<file path="src/rtl/dynamic_quantization_pkg.sv">
// Shared definitions for the integer re-quantizer: precision codes, signed
// range limits and small width helpers.
package dynamic_quantization_pkg;

    localparam logic [15:0] PREC_32 = 16'h0001;
    localparam logic [15:0] PREC_16 = 16'h0002;
    localparam logic [15:0] PREC_8  = 16'h0004;

    localparam logic [5:0] W_INVALID = 6'd0;

    localparam logic signed [31:0] S8_MAX  = 32'sh0000_007F;
    localparam logic signed [31:0] S8_MIN  = 32'shFFFF_FF80;
    localparam logic signed [31:0] S16_MAX = 32'sh0000_7FFF;
    localparam logic signed [31:0] S16_MIN = 32'shFFFF_8000;

    // Only exact one-hot codes are legal; anything else maps to width 0.
    function automatic logic [5:0] prec_width(input logic [15:0] code);
        case (code)
            PREC_32: return 6'd32;
            PREC_16: return 6'd16;
            PREC_8:  return 6'd8;
            default: return W_INVALID;
        endcase
    endfunction

    function automatic logic [31:0] sign_extend(input logic [31:0] x, input logic [5:0] w);
        case (w)
            6'd8:    return {{24{x[7]}}, x[7:0]};
            6'd16:   return {{16{x[15]}}, x[15:0]};
            default: return x;
        endcase
    endfunction

endpackage

</file>
<file path="src/rtl/dynamic_quantization_saturate.sv">
// Combinational clamp of a signed 32-bit value into the signed range of an
// 8- or 16-bit target; 32-bit targets pass straight through.
module quant_saturate
    import dynamic_quantization_pkg::*;
(
    input  logic signed [31:0] value,
    input  logic        [5:0]  width,
    output logic        [31:0] result
);

    always_comb begin
        // NOTE: default assignment first so no path through the case leaves result unassigned (no latch).
        result = value;
        case (width)
            6'd8: begin
                if (value > S8_MAX)
                    result = S8_MAX;
                else if (value < S8_MIN)
                    result = S8_MIN;
            end
            6'd16: begin
                if (value > S16_MAX)
                    result = S16_MAX;
                else if (value < S16_MIN)
                    result = S16_MIN;
            end
            default: ;
        endcase
    end

endmodule

</file>
<file path="src/rtl/dynamic_quantization.sv">
// Registered signed re-quantizer between 32/16/8-bit precisions with
// saturating or wrapping narrowing; output always sign-extended to 32 bits.
module dynamic_quantization
    import dynamic_quantization_pkg::*;
#(
    parameter int SATURATE = 1
) (
    input  logic        clk,
    input  logic        rst,
    input  logic [31:0] data_in,
    input  logic [15:0] data_in_precision,
    input  logic [15:0] data_out_precision,
    output logic [31:0] data_out
);

    logic [5:0]  w_in;
    logic [5:0]  w_out;
    logic [31:0] v_ext;
    logic [31:0] sat_value;
    logic [31:0] next_out;

    assign w_in  = prec_width(data_in_precision);
    assign w_out = prec_width(data_out_precision);
    assign v_ext = sign_extend(data_in, w_in);

    quant_saturate u_saturate (
        .value  (v_ext),
        .width  (w_out),
        .result (sat_value)
    );

    // Wrapping keeps the low W_out bits of data_in; these equal the low bits
    // of v_ext because narrowing implies W_out < W_in.
    always_comb begin
        next_out = '0;
        if (w_in == W_INVALID || w_out == W_INVALID)
            next_out = '0;
        else if (w_out >= w_in)
            next_out = v_ext;
        else if (SATURATE != 0)
            next_out = sat_value;
        else
            next_out = sign_extend(data_in, w_out);
    end

    always_ff @(posedge clk) begin
        // NOTE: non-blocking assignment for registered state so all flops update together at the edge.
        if (rst)
            data_out <= '0;
        else
            data_out <= next_out;
    end

endmodule

</file>
<file path="config.mk">
export PLATFORM = sky130hd
export DESIGN_NAME = dynamic_quantization
export DESIGN_NICKNAME = d
export VERILOG_FILES = /design/src/rtl/dynamic_quantization_pkg.sv /design/src/rtl/dynamic_quantization_saturate.sv /design/src/rtl/dynamic_quantization.sv
export SDC_FILE = /design/constraint.sdc
export NUM_CORES = 1
export LEC_CHECK = 0
export BUFFER_PORTS_ARGS = -buffer_cell sky130_fd_sc_hd__buf_2
export CAP_MARGIN = 0
export CORE_MARGIN = 4
export CORE_UTILIZATION = 47
export DETAILED_ROUTE_END_ITERATION = 16
export PLACE_DENSITY = 0.89
export RECOVER_POWER = 100
export SLEW_MARGIN = 0
export SYNTH_ARGS = -nofsm -noshare
export SYNTH_HDL_FRONTEND = slang
export SYNTH_SLANG_ARGS = --single-unit
</file>
<file path="constraint.sdc">
create_clock -name clk -period 4.8 [get_ports clk]
set_input_delay 0.72 -clock clk [delete_from_list [all_inputs] [get_ports clk]]
set_output_delay 0.72 -clock clk [all_outputs]
set_load 0.02 [all_outputs]
</file>
Word level (Yosys, flattened, before mapping):

Cells that the tools add are included.

* logic and storage cells: 29
* flip-flop bits (word level): 32

* mux-type cells: 9
* eq/ne operators: 10
* magnitude comparators: 5
* reduce and logical (&&, ||, !) cells: 4

Operators by type and width (number)
* 32-bit 2-to-1 mux: 5
* 32-bit one-hot mux with 2 select lines: 2
* 6-bit one-hot mux with 3 select lines: 2
* 16-bit by 1-bit equality test with 1-bit output (second input constant): 2
* 16-bit by 2-bit equality test with 1-bit output (second input constant): 2
* 16-bit by 3-bit equality test with 1-bit output (second input constant): 2
* 32-bit by 16-bit > comparator with 1-bit output (second input constant): 1
* 32-bit by 8-bit > comparator with 1-bit output (second input constant): 1
* 32-bit by 16-bit < comparator with 1-bit output (second input constant): 1
* 32-bit by 8-bit < comparator with 1-bit output (second input constant): 1
* 6-bit by 4-bit equality test with 1-bit output (second input constant): 2
* 6-bit by 5-bit equality test with 1-bit output (second input constant): 2
* 6-bit logical NOT: 2
* 6-bit >= comparator: 1
* 2-bit OR reduction: 1
* 1-bit logical OR: 1

Longest topological paths before layout:

* word-level depth: 9
* depth in mapped cells: 13
* gate-level depth less buffers: 11

Cells and area by module:

A second synthesis with hierarchy kept.

* cells, all modules: 312
* area total of the unflattened synthesis: 2331.0 um2

Modules (own cells, without submodules)
* dynamic_quantization: area each 1597.8 um2, instances 1, seq. area each 640.6 um2, cells an instance 202
* quant_saturate: area each 733.2 um2, instances 1, seq. area each 0.0 um2, cells an instance 110

Worst setup path after synthesis:

Ideal clock, no wire load.

* path kind: input to register
* from: input data_in_precision[11]
* to: register data_out[10]
* required time: 4.715 ns
* path slack: 1.207 ns
* arrival time: 3.508 ns
* buffers on the path: 1
* setup time: 0.085 ns
* stages: 12
* cells stage by stage: nor4_4 nand4_4 or2_2 clkbuf_1 inv_1 ha_1 nand2b_1 a21o_1 a21oi_1 nand3_1 o32a_1 o221ai_1

* cells in the longest elaborated chain, start to end: 9

RTL lines
* from (decl): RTL line dynamic_quantization.sv:11 `input logic [15:0] data_in_precision,`
* 16-bit by 3-bit equality test with 1-bit output (tied with other cells): RTL line dynamic_quantization_pkg.sv:18 `case (code)`
* 6-bit one-hot mux with 3 select lines (*): RTL line dynamic_quantization_pkg.sv:18
* 6-bit by 5-bit equality test with 1-bit output or 6-bit by 4-bit equality test with 1-bit output (tied branches): RTL line dynamic_quantization_pkg.sv:27 `case (w)`
* 32-bit one-hot mux with 2 select lines: RTL line dynamic_quantization_pkg.sv:27
* 32-bit by 16-bit < comparator with 1-bit output or 32-bit by 8-bit < comparator with 1-bit output (tied branches): RTL line dynamic_quantization_saturate.sv:24, dynamic_quantization_saturate.sv:18
* 32-bit 2-to-1 mux, on equally long branches: RTL line dynamic_quantization_saturate.sv:24, dynamic_quantization_saturate.sv:18
* 32-bit 2-to-1 mux, on equally long branches: RTL line dynamic_quantization_saturate.sv:22, dynamic_quantization_saturate.sv:16
* 32-bit one-hot mux with 2 select lines: RTL line dynamic_quantization_saturate.sv:14 `case (width)`
* 32-bit 2-to-1 mux: RTL line dynamic_quantization.sv:38 `else if (w_out >= w_in)`
* to (signal assigned): RTL line dynamic_quantization.sv:51 `data_out <= next_out;`
* to (decl): RTL line dynamic_quantization.sv:13 `output logic [31:0] data_out`

Every way passes the cells marked *; elsewhere a longest branch is shown, timed or not.
A chain may end at the register's enable or synchronous reset.

Final worst setup path:

* from: input data_in_precision[11]
* to: register data_out[0]

The elaborated chain is that of the path after synthesis.

==> flow_summary.toml <==
[outcome]
status = "complete, no violations"

[finish]
final_cell_mix = "64 x buf_2, 35 x clkbuf_1, 32 x dfxtp_1"
antenna_cells = 0
final_common_cell = "buf_2"
drive_gt1_frac = 0.294
largest-register = "data_out"
area_delta_synth_final_pct = 24.4
finalNetCount = 397
largestRegisters = "data_out (32)"
largest_reg_flops = 32

[synthesis]
synth_compound_area_frac = 0.400
yosys_warnings = 0
synthDistinctLibCells = 57
synth_fa_ha_area_frac = 0.0294
postSynthCellCount = 229
synth_mux_area_frac = 0.00530
synth_top_family_by_area = "compound AO/OA/AOI/OAI gates"
yosys.area_share.simple = 0.211
synth_area_per_cell_um2 = 9.28
syn-num-nets = 300
synth_xor_xnor_area_share = 0
synth_edf_count = 0
seq_area_frac_synth = 0.302
netlist_area_um2 = 2120
ys_async_sr_fraction = 0
yosys_most_used_dff = "dfxtp_1"
synth_seq_cells = 32

[global_routing]
grt_overflow = 0
grt_pass1_vias = 2062
antenna_found_initial = 0
grt_pass1_wl_um = 8950
track_usage = 0.200
grt_max_degree = 21

[die]
die_h_um = 75.2
die_x_um = 75.2
start_util = 0.488
fp-row-count = 24
dieArea_um2 = 5660
ios = 98
core_area_um2 = 4350

[worst_setup_path]
critPathTopFamily = "simple AND/OR/NAND/NOR gates"
cp_cell_sequence = "buf_2 > nor4_4 > nand4_1 > or2_0 > inv_1 > ha_1 > nand2b_1 > a21o_1 > a21oi_1 > nand3_1 > buf_4 > o32ai_2 > a221o_1"
end_kind = "register"
crit_slowest_cell = "or2_0"
criticalPathCategory = "input pin to register"
arrival_ns = 4.55
startpoint_type = "input pin"
cp-startpoint = "data_in_precision[11]"
path_buf_inv = 3
cp.depth = 13
crit_end = "data_out[0]"
crit_required_ns = 5.03
worstPathMaxFanout = 18
critical_path.max_stage_delay_ns = 0.53

[cts]
cts_setup_buffers = 0
clkSinkCount = 32
holdBufCountCts = 0
htree_levels = 2
root_buffer = "clkbuf_8"
cts-buffers-inserted = 5
clockBufferDepth = 2
clkSlewWorstSetupHoldPaths_ns = 0.07
cts_resized = 0
cts_tree = "built"

[drt]
routed_wl_um = 5990
drc = 0
dr.first_iter.drc_count = 151
wl_per_cell_um = 15.8
ant_nets = 0
vias = 2289
viasPerCell = 6.04
drt-pass1-iter-count = 4

[timing]
max_slew_margin = 0.509
hold_viol = 0
slew_viol_final = 0
post-route-period-util = 0.902
max_freq_ghz = 0.231
whs_ns = 0.681
fin_crit_ns = 4.33
final.setup.tns_ns = 0
max_slew.worst_pin.slew_ns = 0.736
setup_viol = 0
rsz0062_at_grt = "false"

[flow_run]
maxCapViolations = 0

[power_and_ir_drop]
switching_share = 0.236
p_switching_w = 0.000140
clockPowerShare = 0.424
power_w = 0.000595
intPower_w = 0.000454
p_seq_frac = 0.446
power.leakage_nw = 1.00
cellPowerDensity_nw_per_um2 = 225
p_comb_frac = 0.130
irDropWorstVdd_uv = 197

[min_path]
min_path_type = "input pin to register"

[placement]
dpl.hpwl_um = 4600
io_buffers = 97
gp_congestion = 0.983
-- logic make-up after synthesis --
kind of cell | after synthesis
buffers and inverters | 25
flip-flops | 32
AND/OR/NAND/NOR | 69
multiplexers | 1
adder cells (fa/ha/maj) | 5
AO/OA/AOI/OAI | 97
-- final cells by class --
cell class / instances / area, µm²
fillers: 388 / 1710
well taps: 52 / 65.1
multi-input cells: 172 / 1300
clock inverters: 2 / 35.0
clock buffers: 6 / 72.6
inverters: 13 / 48.8
flip-flops and latches: 32 / 641
repair buffers: 102 / 478
-- routing by layer --
layer,vias to the layer above,global-route usage,part of all wire
met5,-,0,0
met1,1060,0.244,0.41
met2,95,0.346,0.50
met3,16,0.0427,0.074
met4,0,0.0699,0.015
li1,1118,-,-
-- synthesized netlist by cell type (6+ instances only) --
library cell | instances | share of area
dfxtp_1 | 32 | 0.30
o32ai_2 | 10 | 0.077
a221o_1 | 8 | 0.038
nand4_1 | 7 | 0.021
nor4_1 | 10 | 0.029
o221ai_1 | 6 | 0.025
nor2_1 | 10 | 0.018
clkbuf_1 | 6 | 0.011
o21a_1 | 8 | 0.028
a21oi_1 | 24 | 0.057
nand2_1 | 7 | 0.012
o32ai_1 | 8 | 0.033
inv_1 | 12 | 0.021
-- power by group through the flow --
stage / Sequential [W] / Combinational, W / Clock, W
final: 0.000265 / 0.0000771 / 0.000252
after global routing: 0.000265 / 0.0000851 / 0.000265
after CTS: 0.000265 / 0.0000774 / 0.000254
after detailed placement: 0.000271 / 0.0000769 / 0
after global placement: 0.000271 / 0.0000747 / 0
after floorplan: 0.000271 / 0.0000342 / 0
-- worst min path at each step --
| stage | start | endpoint | depth (start not counted) |
|---|---|---|---|
| 6_report | data_in[6] | data_out[6] | 2 |
| 5_1_grt | data_in[6] | data_out[6] | 2 |
| 4_1_cts | data_in[3] | data_out[3] | 2 |
| 3_5_place_dp | data_in[3] | data_out[3] | 2 |
| 3_3_place_gp | data_in[5] | data_out[5] | 2 |
| 2_1_floorplan | data_in[6] | data_out[6] | 1 |
-- through the flow --
stage / util / setup WS, ns / cell area [µm²] / std cells
finish: 0.607 / 0.472 / 2640 / 379
global placement: 0.608 / 0.627 / 2650 / 371
CTS: 0.633 / 0.693 / 2760 / 379
detailed placement: 0.608 / 0.409 / 2650 / 371
global route: 0.607 / 0.197 / 2640 / 379
floorplan: - / 1.21 / 2120 / 229
Note: power is estimated with default switching activity, not from simulation.
